<file path="src/rtl/operand_bypass_unit.sv">
// Decode-stage operand bypass: youngest-producer forwarding, load-use hazard detection,
// capture of forwarded data while stalled, and the decode->execute operand register.
// Optional statistics counters are enabled by defining FWD_STATS_EN.
module operand_bypass_unit #(
    parameter int XLEN       = 32,
    parameter int NUM_PORTS  = 2,
    parameter int NUM_STAGES = 4,
    parameter int RA_W       = 5
) (
    input  logic                       clk,
    input  logic                       rst_n,
    input  logic                       stall,
    input  logic                       flush,
    input  logic                       in_valid,
    input  logic [NUM_PORTS-1:0]       use_rs,
    input  logic [NUM_PORTS-1:0]       sel_reg,
    input  logic [NUM_PORTS*RA_W-1:0]  rs_flat,
    input  logic [NUM_PORTS*XLEN-1:0]  rf_data_flat,
    input  logic [NUM_PORTS*XLEN-1:0]  other_flat,
    input  logic [NUM_STAGES-1:0]      stg_we,
    input  logic [NUM_STAGES-1:0]      stg_ready,
    input  logic [NUM_STAGES*RA_W-1:0] stg_rd_flat,
    input  logic [NUM_STAGES*XLEN-1:0] stg_data_flat,
    output logic                       hazard,
    output logic                       out_valid,
    output logic [NUM_PORTS*XLEN-1:0]  reg_out_flat,
    output logic [NUM_PORTS*XLEN-1:0]  op_out_flat
`ifdef FWD_STATS_EN
    ,
    output logic [31:0]                fwd_count,
    output logic [31:0]                hazard_count
`endif
);

    logic [RA_W-1:0] rs       [NUM_PORTS];
    logic [XLEN-1:0] rf_data  [NUM_PORTS];
    logic [XLEN-1:0] other    [NUM_PORTS];
    logic [RA_W-1:0] stg_rd   [NUM_STAGES];
    logic [XLEN-1:0] stg_data [NUM_STAGES];

    logic [NUM_PORTS-1:0] held_valid;
    logic [XLEN-1:0]      held_data [NUM_PORTS];

    logic [NUM_PORTS-1:0] win_found;
    logic [NUM_PORTS-1:0] win_ready;
    logic [NUM_PORTS-1:0] port_hazard;
    logic [XLEN-1:0]      win_data [NUM_PORTS];
    logic [XLEN-1:0]      resolved [NUM_PORTS];
    logic                 advance;

    for (genvar p = 0; p < NUM_PORTS; p++) begin : g_port_unpack
        assign rs[p]      = rs_flat[p*RA_W +: RA_W];
        assign rf_data[p] = rf_data_flat[p*XLEN +: XLEN];
        assign other[p]   = other_flat[p*XLEN +: XLEN];
    end

    for (genvar s = 0; s < NUM_STAGES; s++) begin : g_stage_unpack
        assign stg_rd[s]   = stg_rd_flat[s*RA_W +: RA_W];
        assign stg_data[s] = stg_data_flat[s*XLEN +: XLEN];
    end

    // Scan oldest to youngest so the youngest match overwrites; ready plays no part in the choice.
    always_comb begin
        for (int p = 0; p < NUM_PORTS; p++) begin
            win_found[p] = 1'b0;
            win_ready[p] = 1'b0;
            win_data[p]  = '0;
            for (int s = NUM_STAGES-1; s >= 0; s--) begin
                if (stg_we[s] && use_rs[p] && (rs[p] != '0) && (stg_rd[s] == rs[p])) begin
                    win_found[p] = 1'b1;
                    win_ready[p] = stg_ready[s];
                    win_data[p]  = stg_data[s];
                end
            end
            if (held_valid[p])
                resolved[p] = held_data[p];
            else if (win_found[p])
                resolved[p] = win_data[p];
            else
                resolved[p] = rf_data[p];
            port_hazard[p] = in_valid && !held_valid[p] && win_found[p] && !win_ready[p];
        end
    end

    assign hazard  = |port_hazard;
    assign advance = !stall && !hazard;

    // Latch ready forwarded values during a stall so they survive the producer leaving the pipe.
    always_ff @(posedge clk or negedge rst_n) begin
        if (!rst_n) begin
            held_valid <= '0;
            for (int p = 0; p < NUM_PORTS; p++) held_data[p] <= '0;
        end else if (flush || advance) begin
            held_valid <= '0;
            for (int p = 0; p < NUM_PORTS; p++) held_data[p] <= '0;
        end else if (stall && in_valid) begin
            for (int p = 0; p < NUM_PORTS; p++) begin
                if (!held_valid[p] && win_found[p] && win_ready[p]) begin
                    held_valid[p] <= 1'b1;
                    held_data[p]  <= win_data[p];
                end
            end
        end
    end

    always_ff @(posedge clk or negedge rst_n) begin
        if (!rst_n) begin
            out_valid    <= 1'b0;
            reg_out_flat <= '0;
            op_out_flat  <= '0;
        end else if (flush) begin
            out_valid    <= 1'b0;
            reg_out_flat <= '0;
            op_out_flat  <= '0;
        end else if (stall) begin
            out_valid    <= out_valid;
        end else if (hazard) begin
            out_valid    <= 1'b0;
            reg_out_flat <= '0;
            op_out_flat  <= '0;
        end else begin
            out_valid <= in_valid;
            for (int p = 0; p < NUM_PORTS; p++) begin
                reg_out_flat[p*XLEN +: XLEN] <= resolved[p];
                op_out_flat[p*XLEN +: XLEN]  <= sel_reg[p] ? resolved[p] : other[p];
            end
        end
    end

`ifdef FWD_STATS_EN
    logic [31:0] fwd_ports;
    logic [32:0] fwd_sum;

    always_comb begin
        fwd_ports = '0;
        for (int p = 0; p < NUM_PORTS; p++) begin
            if (held_valid[p] || win_found[p]) fwd_ports = fwd_ports + 32'd1;
        end
    end

    assign fwd_sum = {1'b0, fwd_count} + {1'b0, fwd_ports};

    // Both counters stick at all-ones instead of wrapping.
    always_ff @(posedge clk or negedge rst_n) begin
        if (!rst_n) begin
            fwd_count    <= '0;
            hazard_count <= '0;
        end else begin
            if (advance && in_valid)
                fwd_count <= fwd_sum[32] ? '1 : fwd_sum[31:0];
            if (hazard && !stall && (hazard_count != '1))
                hazard_count <= hazard_count + 32'd1;
        end
    end
`endif

endmodule

</file>
<file path="config.mk">
export PLATFORM = sky130hd
export DESIGN_NAME = operand_bypass_unit
export DESIGN_NICKNAME = d
export VERILOG_FILES = /design/src/rtl/operand_bypass_unit.sv
export SDC_FILE = /design/constraint.sdc
export NUM_CORES = 1
export LEC_CHECK = 0
export ABC_AREA = 1
export ABC_CLOCK_PERIOD_IN_PS = 3100
export CAP_MARGIN = 20
export CORE_MARGIN = 2
export CORE_UTILIZATION = 49
export DETAILED_ROUTE_END_ITERATION = 16
export PLACE_DENSITY_LB_ADDON = 0.2
export SYNTH_ARGS = -nofsm -noshare
export SYNTH_HDL_FRONTEND = slang
export SYNTH_SLANG_ARGS = --single-unit
export TNS_END_PERCENT = 30
</file>
<file path="constraint.sdc">
create_clock -name clk -period 3.1 [get_ports clk]
set_input_delay 0.775 -clock clk [delete_from_list [all_inputs] [get_ports clk]]
set_output_delay 0.775 -clock clk [all_outputs]
set_load 0.1 [all_outputs]
</file>
==> impl_metrics.py <==
metrics = {
    "synth": {
        "synth_top_area_share_pct": 33.9,
        "async_reset_ff_share_pct": 100,
        "synth_top_cell_by_area": "dfrtp_1",
        "syn_inst": 2341,
        "synth_top_flop_cell": "dfrtp_1",
        "netlist_area_sq_um": 14400,
        "ys_seq_area_share_pct": 33.9,
        "yosys-top-cells-area": "dfrtp_1 (34%), nand2_1 (24%), inv_1 (7.5%)",
        "synth_edf_count": 0,
        "yosysWarnings": 0,
        "yosys_register_bits": 195,
        "syn_avg_cell_area_sq_um": 6.16,
        "synth_cell_types": 29,
        "syn_nets": 2644,
    },
    "detailed_routing": {
        "ant_nets": 0,
        "drc": 0,
        "viasPerCell": 5.35,
        "drtPass1Iterations": 6,
        "wl_per_cell_microns": 17.7,
        "drtIter0Drc": 1764,
        "routed_wl_microns": 56000,
        "vias": 16900,
    },
    "layout": {
        "nets": 3044,
        "seqCellArea_sq_um": 4880,
        "area_delta_synth_final_pct": 37.6,
        "layout_commonest_cell": "nand2_1",
        "final_area_sq_um": 19800,
        "nFillCells": 2538,
        "multi_input_area_sq_um": 7850,
        "final_cell_mix": "nand2_1 (913), inv_1 (280), clkdlybuf4s50_1 (263), buf_4 (224), nand3_1 (198)",
        "drive_gt1_share_pct": 17.9,
    },
    "grt": {
        "grt_pass1_vias": 16100,
        "use_met2_pct": 57.5,
        "antenna_found_initial": 21,
        "grt_use_met3_pct": 7.21,
        "grt-busiest-layer": "met2",
        "grt_max_degree": 130,
        "use_met1_pct": 45.4,
        "gr-total-overflow": 0,
        "grt_pass1_wl_microns": 86800,
        "grt_usage_pct": 35.8,
    },
    "floorplan": {
        "fp.dieH_microns": 176,
        "start_util_pct": 49.9,
        "row_count": 62,
        "dieArea_sq_um": 30800,
        "die_w_microns": 176,
        "coreArea_sq_um": 28900,
        "ios": 433,
    },
    "critical_path": {
        "path_buf_inv": 3,
        "r2r-start": "held_valid[0]",
        "start_kind": "primary input",
        "crit_path_start": "rs_flat[9]",
        "cp_slowest_cell": "buf_12",
        "cpMostUsedCell": "nand2_2",
        "worstSetupEndpointType": "primary output",
        "path_delay_family": "simple AND/OR/NAND/NOR gates",
        "cp_slowest_stage_delay_ns": 0.18,
        "required_ns": 2.32,
        "path_max_fanout": 3,
        "cp_cell_sequence": "buf_4, buf_4, nand2_1, o21ai_1, nor2_1, nand2_2, nor2_4, nor2_4, nand2_1, nand3b_1, nand2_2, nand2_2, nand2_2, buf_12",
        "critPathKind": "primary input to primary output",
        "worstPathArrival_ns": 2.26,
    },
    "clock_tree": {
        "cts_tree": "yes",
        "path_clk_slew_ns": 0.09,
        "cts-root-buf": "clkbuf_16",
        "clock_sink_count": 195,
        "cts_buffers": 17,
        "worst_skew_pair.late_latency_ns": 0.45,
        "htree_levels": 4,
        "clk_path_buf_depth": 2,
    },
    "placement": {
        "port_buffers": 432,
        "dp_slack_ns": -0.405,
        "place_congestion": 0.979,
        "place_area_sq_um": 19000,
        "dp_hpwl_microns": 41400,
    },
    "pwr": {
        "power.leakage_nw": 11.3,
        "p_per_area_nw_per_um2": 385,
        "ir_drop_mv": 0.357,
    },
    "sta": {
        "fmax_ghz": 0.330,
        "post-route-period-util_pct": 97.8,
        "tightest_slew_ns": 0.946,
        "setup_viol": 0,
        "fin_crit_ns": 3.03,
        "layout_setup_ws_ns": 0.0667,
        "hold_viol_final": 0,
        "finalMaxSlewViolations": 0,
        "maxSlewHeadroom_pct": 36.9,
        "finClkSkew_ns": 0.0238,
    },
    "min_path": {
        "hold_path.class": "primary input to asynchronous set/reset pin",
    },
    "outcome": {
        "status": "complete, no violations",
    },
    "job": {
        "cap_violations": 0,
    },
}
[area by class of cell]
class	count	area share (%)
well taps	384	2.42
inverters	302	5.79
clock inverters	14	0.927
repair buffers	535	24.3
flip-flops and latches	195	24.6
diodes	20	0.252
multi-input cells	1690	39.6
clock buffers	18	2.16
[through the flow]
step                      std cells  utilization (%)  setup TNS, ns  hold slack [ns]  power, mW
final                          3158             68.7              0            0.302       7.64
after global routing           3155             68.7        -0.0227            0.366       7.93
after CTS                      3132             68.4              0            0.352       7.63
after detailed placement       3086             65.9         -41.77            0.467       5.37
after global placement         3086             65.9         -33.63            0.465       5.35
after floorplan                2341                -              0            0.479       4.38
[synth_stat cells (6+ instances only)]
library cell / n
o21ai_0: 60
inv_1: 288
a21oi_1: 68
nand2_1: 926
o21bai_2: 30
buf_2: 36
buf_1: 27
o21ai_1: 14
inv_2: 14
buf_6: 6
clkbuf_1: 80
nor2_1: 135
nand4_1: 133
dfrtp_1: 195
nand3_1: 200
or2_2: 96
[power by group]
part,switching [mW],internal [mW]
sequential,0.0750,2.67
combinational,1.81,0.798
clock,1.19,1.10
[path summary, 6_finish.rpt]
path,endpoint,slack [ns],cells after the start
worst max register to register,held_data[57],1.17,7
max in group asynchronous,op_out_flat[5],1.96,2
worst min-delay path,op_out_flat[59],0.30,1
min in group clk,op_out_flat[51],0.49,2
worst max-delay path,hazard,0.07,14
worst min register to register,op_out_flat[51],0.49,2
[kinds of logic after synthesis]
family | share of synthesized area, %
AOI/OAI and AO/OA | 7.49
and+or+nand+nor | 45.7
DFF | 33.9
buffers and inverters | 12.6
xor gates and xnor gates | 0.304
[sequential cells by signal, indices dropped and copies added, names as in the netlist]
name / cells
op_out_flat: 64
held_data: 64
held_valid: 2
reg_out_flat: 64
out_valid: 1
[layer usage]
metal	vias to the layer above	wire (microns)
met5	-	13
met2	842	26300
li1	8099	-
met1	7798	21800
met3	150	4770
met4	2	3030
[worst register-to-register path, delay by kind of cell (launching register included)]
| family | cells | cell delay [ns] |
|---|---|---|
| buffers and inverters | 3 | 0.81 |
| flip-flops | 1 | 0.36 |
| AND/OR/NAND/NOR | 4 | 0.70 |
[timing repair]
action | CTS | global route
hold buffers | 0 | 0
resized for setup | 85 | 85
setup endpoints to repair | 1 | 23
setup buffers | 14 | 6
pin swaps | 29 | 35
Note: power is estimated with default switching activity, not from simulation.
